<file path="src/rtl/lsu_pkg.sv">
`default_nettype none
// ============================================================================
//  Module      : lsu_pkg
//  Description : Shared definitions for the MEM-stage load/store unit:
//                RV32I funct3 encodings, the LSU state enum and small
//                decode helpers for validity, alignment and byte lane.
//  Revision    : 1.0 - initial release
// ============================================================================
package lsu_pkg;

  // Load encodings
  localparam logic [2:0] c_f3_lb  = 3'b000;
  localparam logic [2:0] c_f3_lh  = 3'b001;
  localparam logic [2:0] c_f3_lw  = 3'b010;
  localparam logic [2:0] c_f3_lbu = 3'b100;
  localparam logic [2:0] c_f3_lhu = 3'b101;
  // Store encodings
  localparam logic [2:0] c_f3_sb  = 3'b000;
  localparam logic [2:0] c_f3_sh  = 3'b001;
  localparam logic [2:0] c_f3_sw  = 3'b010;

  typedef enum logic [1:0] {
    S_IDLE      = 2'd0,
    S_LD_DATA   = 2'd1,
    S_LD_RSP    = 2'd2,
    S_RMW_MERGE = 2'd3
  } lsu_state_t;

  // funct3 legality depends on direction: stores only have SB/SH/SW.
  function automatic logic f3_valid(input logic we, input logic [2:0] f3);
    logic ok;
    ok = 1'b0;
    if (we) begin
      ok = (f3 == c_f3_sb) || (f3 == c_f3_sh) || (f3 == c_f3_sw);
    end else begin
      ok = (f3 == c_f3_lb) || (f3 == c_f3_lh) || (f3 == c_f3_lw) ||
           (f3 == c_f3_lbu) || (f3 == c_f3_lhu);
    end
    return ok;
  endfunction

  // funct3[1:0] encodes the access size for both loads and stores.
  function automatic logic misaligned(input logic [2:0] f3, input logic [1:0] lo);
    logic mis;
    mis = 1'b0;
    case (f3[1:0])
      2'b01:   mis = lo[0];
      2'b10:   mis = |lo;
      default: mis = 1'b0;
    endcase
    return mis;
  endfunction

  // Byte lane with the low bits forced to natural alignment.
  function automatic logic [1:0] align_lane(input logic [2:0] f3, input logic [1:0] lo);
    logic [1:0] lane;
    lane = lo;
    case (f3[1:0])
      2'b00:   lane = lo;
      2'b01:   lane = {lo[1], 1'b0};
      default: lane = 2'b00;
    endcase
    return lane;
  endfunction

endpackage
`default_nettype wire

</file>
<file path="src/rtl/lsu_byte_lane.sv">
`default_nettype none
// ============================================================================
//  Module      : lsu_byte_lane
//  Description : Combinational lane logic. Extracts and sign/zero-extends a
//                load result from a memory word, and merges store data into
//                a memory word for read-modify-write.
//  Ports       : i_lane    - byte lane (already aligned to access size)
//                i_funct3  - RV32I funct3 (size in [1:0], unsigned in [2])
//                i_rdata   - word read from memory
//                i_wdata   - right-aligned store data
//                o_load    - extended load result
//                o_merge   - i_rdata with the addressed lane(s) replaced
//  Revision    : 1.0 - initial release
// ============================================================================
module lsu_byte_lane
  import lsu_pkg::*;
(
  input  logic [1:0]  i_lane,
  input  logic [2:0]  i_funct3,
  input  logic [31:0] i_rdata,
  input  logic [31:0] i_wdata,
  output logic [31:0] o_load,
  output logic [31:0] o_merge
);

  logic [4:0]  w_shift;
  logic [31:0] w_field;
  logic [31:0] w_mask;

  assign w_shift = {i_lane, 3'b000};
  assign w_field = i_rdata >> w_shift;

  always_comb begin
    o_load = i_rdata;
    case (i_funct3)
      c_f3_lb:  o_load = {{24{w_field[7]}}, w_field[7:0]};
      c_f3_lh:  o_load = {{16{w_field[15]}}, w_field[15:0]};
      c_f3_lbu: o_load = {24'h000000, w_field[7:0]};
      c_f3_lhu: o_load = {16'h0000, w_field[15:0]};
      default:  o_load = i_rdata;
    endcase
  end

  always_comb begin
    w_mask = 32'hFFFF_FFFF;
    case (i_funct3[1:0])
      2'b00:   w_mask = 32'h0000_00FF << w_shift;
      2'b01:   w_mask = 32'h0000_FFFF << w_shift;
      default: w_mask = 32'hFFFF_FFFF;
    endcase
  end

  assign o_merge = (i_rdata & ~w_mask) | ((i_wdata << w_shift) & w_mask);

endmodule
`default_nettype wire

</file>
<file path="src/rtl/lsu_mem_stage.sv">
`default_nettype none
// ============================================================================
//  Module      : lsu_mem_stage
//  Description : RV32I MEM-stage load/store unit in front of a word-addressed
//                data memory with a registered read port. Loads take two
//                cycles to respond, SW writes in the accept cycle, SB/SH use
//                a two-cycle read-modify-write.
//  Config      : LSU_MISALIGN_TRAP_EN - when defined, misaligned halfword and
//                word accesses are rejected with req_fault; otherwise the low
//                address bits are masked to natural alignment.
//  Ports       : clk, rst (sync, active-high)
//                req_valid/req_ready/req_we/req_funct3/req_addr/req_wdata
//                resp_valid/resp_rdata - load response (one-cycle pulse)
//                req_fault             - rejected request (one-cycle pulse)
//                mem_r_enable/mem_w_enable/mem_address/mem_wr_data/mem_re_data
//  Revision    : 1.0 - initial release
// ============================================================================
module lsu_mem_stage
  import lsu_pkg::*;
#(
  parameter int DMEM_WORDS = 32
) (
  input  logic        clk,
  input  logic        rst,
  input  logic        req_valid,
  output logic        req_ready,
  input  logic        req_we,
  input  logic [2:0]  req_funct3,
  input  logic [31:0] req_addr,
  input  logic [31:0] req_wdata,
  output logic        resp_valid,
  output logic [31:0] resp_rdata,
  output logic        req_fault,
  output logic        mem_r_enable,
  output logic        mem_w_enable,
  output logic [31:0] mem_address,
  output logic [31:0] mem_wr_data,
  input  logic [31:0] mem_re_data
);

  localparam int c_idx_w = $clog2(DMEM_WORDS);

  lsu_state_t r_state;
  lsu_state_t w_next;

  logic [2:0]         r_f3;
  logic [1:0]         r_lane;
  logic [c_idx_w-1:0] r_index;
  logic [31:0]        r_wdata;
  logic               r_fault;
  logic [31:0]        r_rdata;

  logic               w_accept;
  logic               w_bad;
  logic               w_go;
  logic [c_idx_w-1:0] w_index;
  logic [31:0]        w_load;
  logic [31:0]        w_merge;
  logic               w_unused_addr;

  // Dropping the upper address bits is what makes the index wrap.
  assign w_index       = req_addr[c_idx_w+1:2];
  assign w_unused_addr = &{1'b0, req_addr[31:c_idx_w+2]};

  assign req_ready = ~rst & ((r_state == S_IDLE) | (r_state == S_LD_RSP));
  assign w_accept  = req_valid & req_ready;

`ifdef LSU_MISALIGN_TRAP_EN
  assign w_bad = ~f3_valid(req_we, req_funct3) | misaligned(req_funct3, req_addr[1:0]);
`else
  assign w_bad = ~f3_valid(req_we, req_funct3);
`endif

  assign w_go = w_accept & ~w_bad;

  // One instance serves both the load extract (LD_DATA) and the store
  // merge (RMW_MERGE); both work from the latched request fields.
  lsu_byte_lane u_lane (
    .i_lane   (r_lane),
    .i_funct3 (r_f3),
    .i_rdata  (mem_re_data),
    .i_wdata  (r_wdata),
    .o_load   (w_load),
    .o_merge  (w_merge)
  );

  always_comb begin
    w_next       = r_state;
    mem_r_enable = 1'b0;
    mem_w_enable = 1'b0;
    mem_address  = {{(32-c_idx_w){1'b0}}, w_index};
    mem_wr_data  = req_wdata;
    case (r_state)
      S_IDLE, S_LD_RSP: begin
        w_next = S_IDLE;
        if (w_go) begin
          if (!req_we) begin
            mem_r_enable = 1'b1;
            w_next       = S_LD_DATA;
          end else if (req_funct3 == c_f3_sw) begin
            mem_w_enable = 1'b1;
          end else begin
            mem_r_enable = 1'b1;
            w_next       = S_RMW_MERGE;
          end
        end
      end
      S_LD_DATA: begin
        mem_address = {{(32-c_idx_w){1'b0}}, r_index};
        w_next      = S_LD_RSP;
      end
      S_RMW_MERGE: begin
        mem_w_enable = 1'b1;
        mem_address  = {{(32-c_idx_w){1'b0}}, r_index};
        mem_wr_data  = w_merge;
        w_next       = S_IDLE;
      end
      default: w_next = S_IDLE;
    endcase
    // Reset must block the pending RMW write so the word stays intact.
    if (rst) begin
      mem_r_enable = 1'b0;
      mem_w_enable = 1'b0;
    end
  end

  always_ff @(posedge clk) begin
    if (rst) begin
      r_state <= S_IDLE;
      r_f3    <= 3'b000;
      r_lane  <= 2'b00;
      r_index <= '0;
      r_wdata <= 32'h0;
      r_fault <= 1'b0;
      r_rdata <= 32'h0;
    end else begin
      r_state <= w_next;
      r_fault <= w_accept & w_bad;
      if (w_go) begin
        r_f3    <= req_funct3;
        r_lane  <= align_lane(req_funct3, req_addr[1:0]);
        r_index <= w_index;
        r_wdata <= req_wdata;
      end
      if (r_state == S_LD_DATA) begin
        r_rdata <= w_load;
      end
    end
  end

  assign resp_valid = ~rst & (r_state == S_LD_RSP);
  assign resp_rdata = r_rdata;
  assign req_fault  = r_fault;

endmodule
`default_nettype wire

</file>
<file path="config.mk">
export PLATFORM = sky130hd
export DESIGN_NAME = lsu_mem_stage
export DESIGN_NICKNAME = d
export VERILOG_FILES = /design/src/rtl/lsu_pkg.sv /design/src/rtl/lsu_byte_lane.sv /design/src/rtl/lsu_mem_stage.sv
export SDC_FILE = /design/constraint.sdc
export NUM_CORES = 1
export LEC_CHECK = 0
export BUFFER_PORTS_ARGS = -buffer_cell sky130_fd_sc_hd__buf_2
export CORE_UTILIZATION = 54
export CTS_CLUSTER_SIZE = 20
export DETAILED_ROUTE_END_ITERATION = 7
export PLACE_DENSITY = 0.87
export SYNTH_ARGS = -nofsm -noshare
export SYNTH_HDL_FRONTEND = slang
export SYNTH_HIERARCHICAL = 1
export SYNTH_SLANG_ARGS = --single-unit
export TNS_END_PERCENT = 1
</file>
<file path="constraint.sdc">
create_clock -name clk -period 3.87 [get_ports clk]
set_input_delay 0.774 -clock clk [delete_from_list [all_inputs] [get_ports clk]]
set_output_delay 0.774 -clock clk [all_outputs]
set_load 0.02 [all_outputs]
</file>
==> flow_summary.yaml <==
yosys:
  synthesis.area_um2: 5410
  post_synth.cell_area_avg_um2: 7.79
  synth_ff_type: "dfxtp_1"
  synth_top_family_by_area: "compound AO/OA/AOI/OAI gates"
  synth_largest_area_cell: "dfxtp_1"
  synthArstFlopShare: 0
  ys_seq_area_frac: 0.285
  ys_ff_latch: 77
  synthSimpleGateAreaFrac: 0.173
  synthTopCellsByArea: "dfxtp_1, mux2_2, nand2_1"
  synth-compound-area-share: 0.247
  ys_warn_count: 6
  netlist_top_cells_count: "nand2_1, dfxtp_1, a21oi_1"
  synth.area.mux_share: 0.163
  postSynthCellCount: 694
  synth_edf_count: 0
  yosysMostFrequentCell: "nand2_1"
  synth_xor_area_frac: 0
  synth.distinct_cells: 53
  synth_top_area_frac: 0.285
  synthAdderAreaFrac: 0
worst_setup_path:
  start_kind: "flop"
  critPathTopFamily: "multiplexers"
  worst-r2r-setup-slack_ns: 1.42
  cpPeakStageDelay_ns: 0.67
  path_buf_inv: 1
  crit_arrival_ns: 2.67
  r2r-end: "resp_rdata[8]"
  crit_top_cell: "mux2_2"
  cpMaxStageDelayCell: "dfxtp_2"
  cp_max_fo: 21
  r2r_start: "r_lane[0]"
  crit_cells: 5
  path_cells: "nor2b_4, a211oi_4, mux2_2, mux2_2, buf_2"
  critPathKind: "reg -> out"
  cp-startpoint: "r_lane[0]"
  critical_path.endpoint: "mem_wr_data[20]"
  cp.required_ns: 3.10
  r2r_cells: 7
  crit_path_end_kind: "output pin"
sta:
  final.setup_skew_ns: 0.0100
  finalSetupViolCount: 0
  rsz0062_at_grt: "false"
  max_freq_mhz: 290
  fin_setup_tns_ns: 0
  relSlewSlack: 0.196
  drv_slew: 0
  fin_crit_ns: 3.44
  finalCritPeriodShare: 0.890
  hold_viol: 0
  whs_ns: 0.454
  worstMarginPinSlew_ns: 1.20
power_and_ir_drop:
  powerDensity_nw_per_um2: 328
  power_leakage_nw: 2.63
  ir_drop_mv: 0.235
cts:
  cts_root_buf: "clkbuf_8"
  cts_buffers: 9
  post-cts-setup-buffer-count: 0
  cts_hold_buf: 0
  ctsResizeCount: 0
  clkSinkCount: 77
  clk_latency_ns: 0.36
  clk_transition_reported_paths_ns: 0.08
  cts_tree: "yes"
  cts.htree.levels: 3
  cts_buffer_depth: 2
route:
  vias: 5369
  ant_nets: 0
  finalWirelength_um: 15200
  drtIter0Drc: 424
  drt_first_pass_iters: 5
  wl_per_cell_um: 16.2
  drc: 0
  via_per_inst: 5.72
finish:
  utilization: 0.633
  diodes: 0
  fin_nets: 903
  drive_gt1_frac: 0.304
  area_growth_pct: 13.9
status:
  status: "complete, no violations"
job:
  max_cap_violations: 0
floorplanning:
  die-height_um: 102
  ioPinCount: 204
  core_area_um2: 9730
  dieArea_um2: 10400
  die_w_um: 102
  rows: 36
  initial_core_util: 0.556
global_route:
  grtUsageTotal: 0.288
  grt_pass1_vias: 4591
  grt_max_degree: 42
  grt-ovfl-total: 0
  grt_pass1_wl_um: 23000
  antenna_found_initial: 0
place:
  numPortBuffers: 151
  gp_congestion: 0.905
  dpl.hpwl_um: 10900
hold_path:
  worstHoldPathType: "reg -> reg"
==> through the flow <==
step	power, mW	area, um2	setup WS (ns)	cells
2_1_floorplan	1.21	5510	1.33	720
3_3_place_gp	1.33	5940	0.909	922
3_5_place_dp	1.33	5940	0.894	922
4_1_cts	2.01	6160	0.492	938
5_1_grt	2.10	6160	0.344	938
6_report	2.02	6160	0.425	938
==> power breakdown <==
group	switching (mW)	internal (mW)	total, mW
sequential	0.0331	0.829	0.862
clock	0.328	0.366	0.694
combinational	0.300	0.164	0.464
total	0.661	1.36	2.02
==> state kept, by name, summed over array words and instances (netlist names) <==
| signal | count |
|---|---|
| r_wdata | 32 |
| r_index | 5 |
| r_lane | 2 |
| r_state | 2 |
| req_fault | 1 |
| resp_rdata | 32 |
| r_f3 | 3 |
==> cell families (layout without fill, tap and decap cells) <==
kind of cell,Yosys count,count (layout)
muxes,82,82
other,1,27
DFF,77,77
and+or+nand+nor,200,200
AOI/OAI and AO/OA,203,203
buffers and inverters,131,216
==> routing by layer <==
metal  global-route usage  routed length [um]  vias to the layer above
met4                0.142                 480                        0
met2                0.457                6860                      330
met5                    0                   0                        -
li1                     -                   -                     2584
met3               0.0643                1600                       49
met1                0.369                6240                     2406
==> placed cells by master (no fill, tap or decap), types with 10 or more instances in the layout <==
cell / Yosys / routed
o311ai_1: 24 / 24
o311ai_0: 12 / 12
conb_1: 1 / 27
a21oi_1: 60 / 60
nand2b_1: 10 / 10
mux2i_1: 32 / 32
o21ai_1: 38 / 38
nor2b_1: 18 / 17
o21ai_0: 29 / 29
inv_1: 40 / 40
nand2_1: 142 / 142
mux2_2: 49 / 49
buf_2: 20 / 151
dfxtp_1: 77 / 76
==> how the worst min path moves through the flow <==
stage	startpoint	end	slack [ns]	cells after the start
3_5_place_dp	resp_rdata[22]	resp_rdata[22]	0.44	2
5_1_grt	resp_rdata[14]	resp_rdata[14]	0.47	2
2_1_floorplan	r_wdata[24]	r_wdata[24]	0.45	2
4_1_cts	resp_rdata[14]	resp_rdata[14]	0.46	2
3_3_place_gp	resp_rdata[1]	resp_rdata[1]	0.44	2
6_report	resp_rdata[1]	resp_rdata[1]	0.45	2
==> worst min-delay path, stage by stage, from the launching register on <==
cell	delay, ns
dfxtp_1	0.31
nand2_1	0.05
a21oi_1	0.05
==> final cells by class <==
class                           instances  area (um2)
Clock buffer                            9         124
Clock inverter                          7        97.6
Fill cell                             880        3570
Inverter                               40         150
Multi-Input combinational cell        512        3260
Sequential cell                        77        1540
Tap cell                              133         166
Timing Repair Buffer                  160         823
Power figures use the tool's default switching activity.
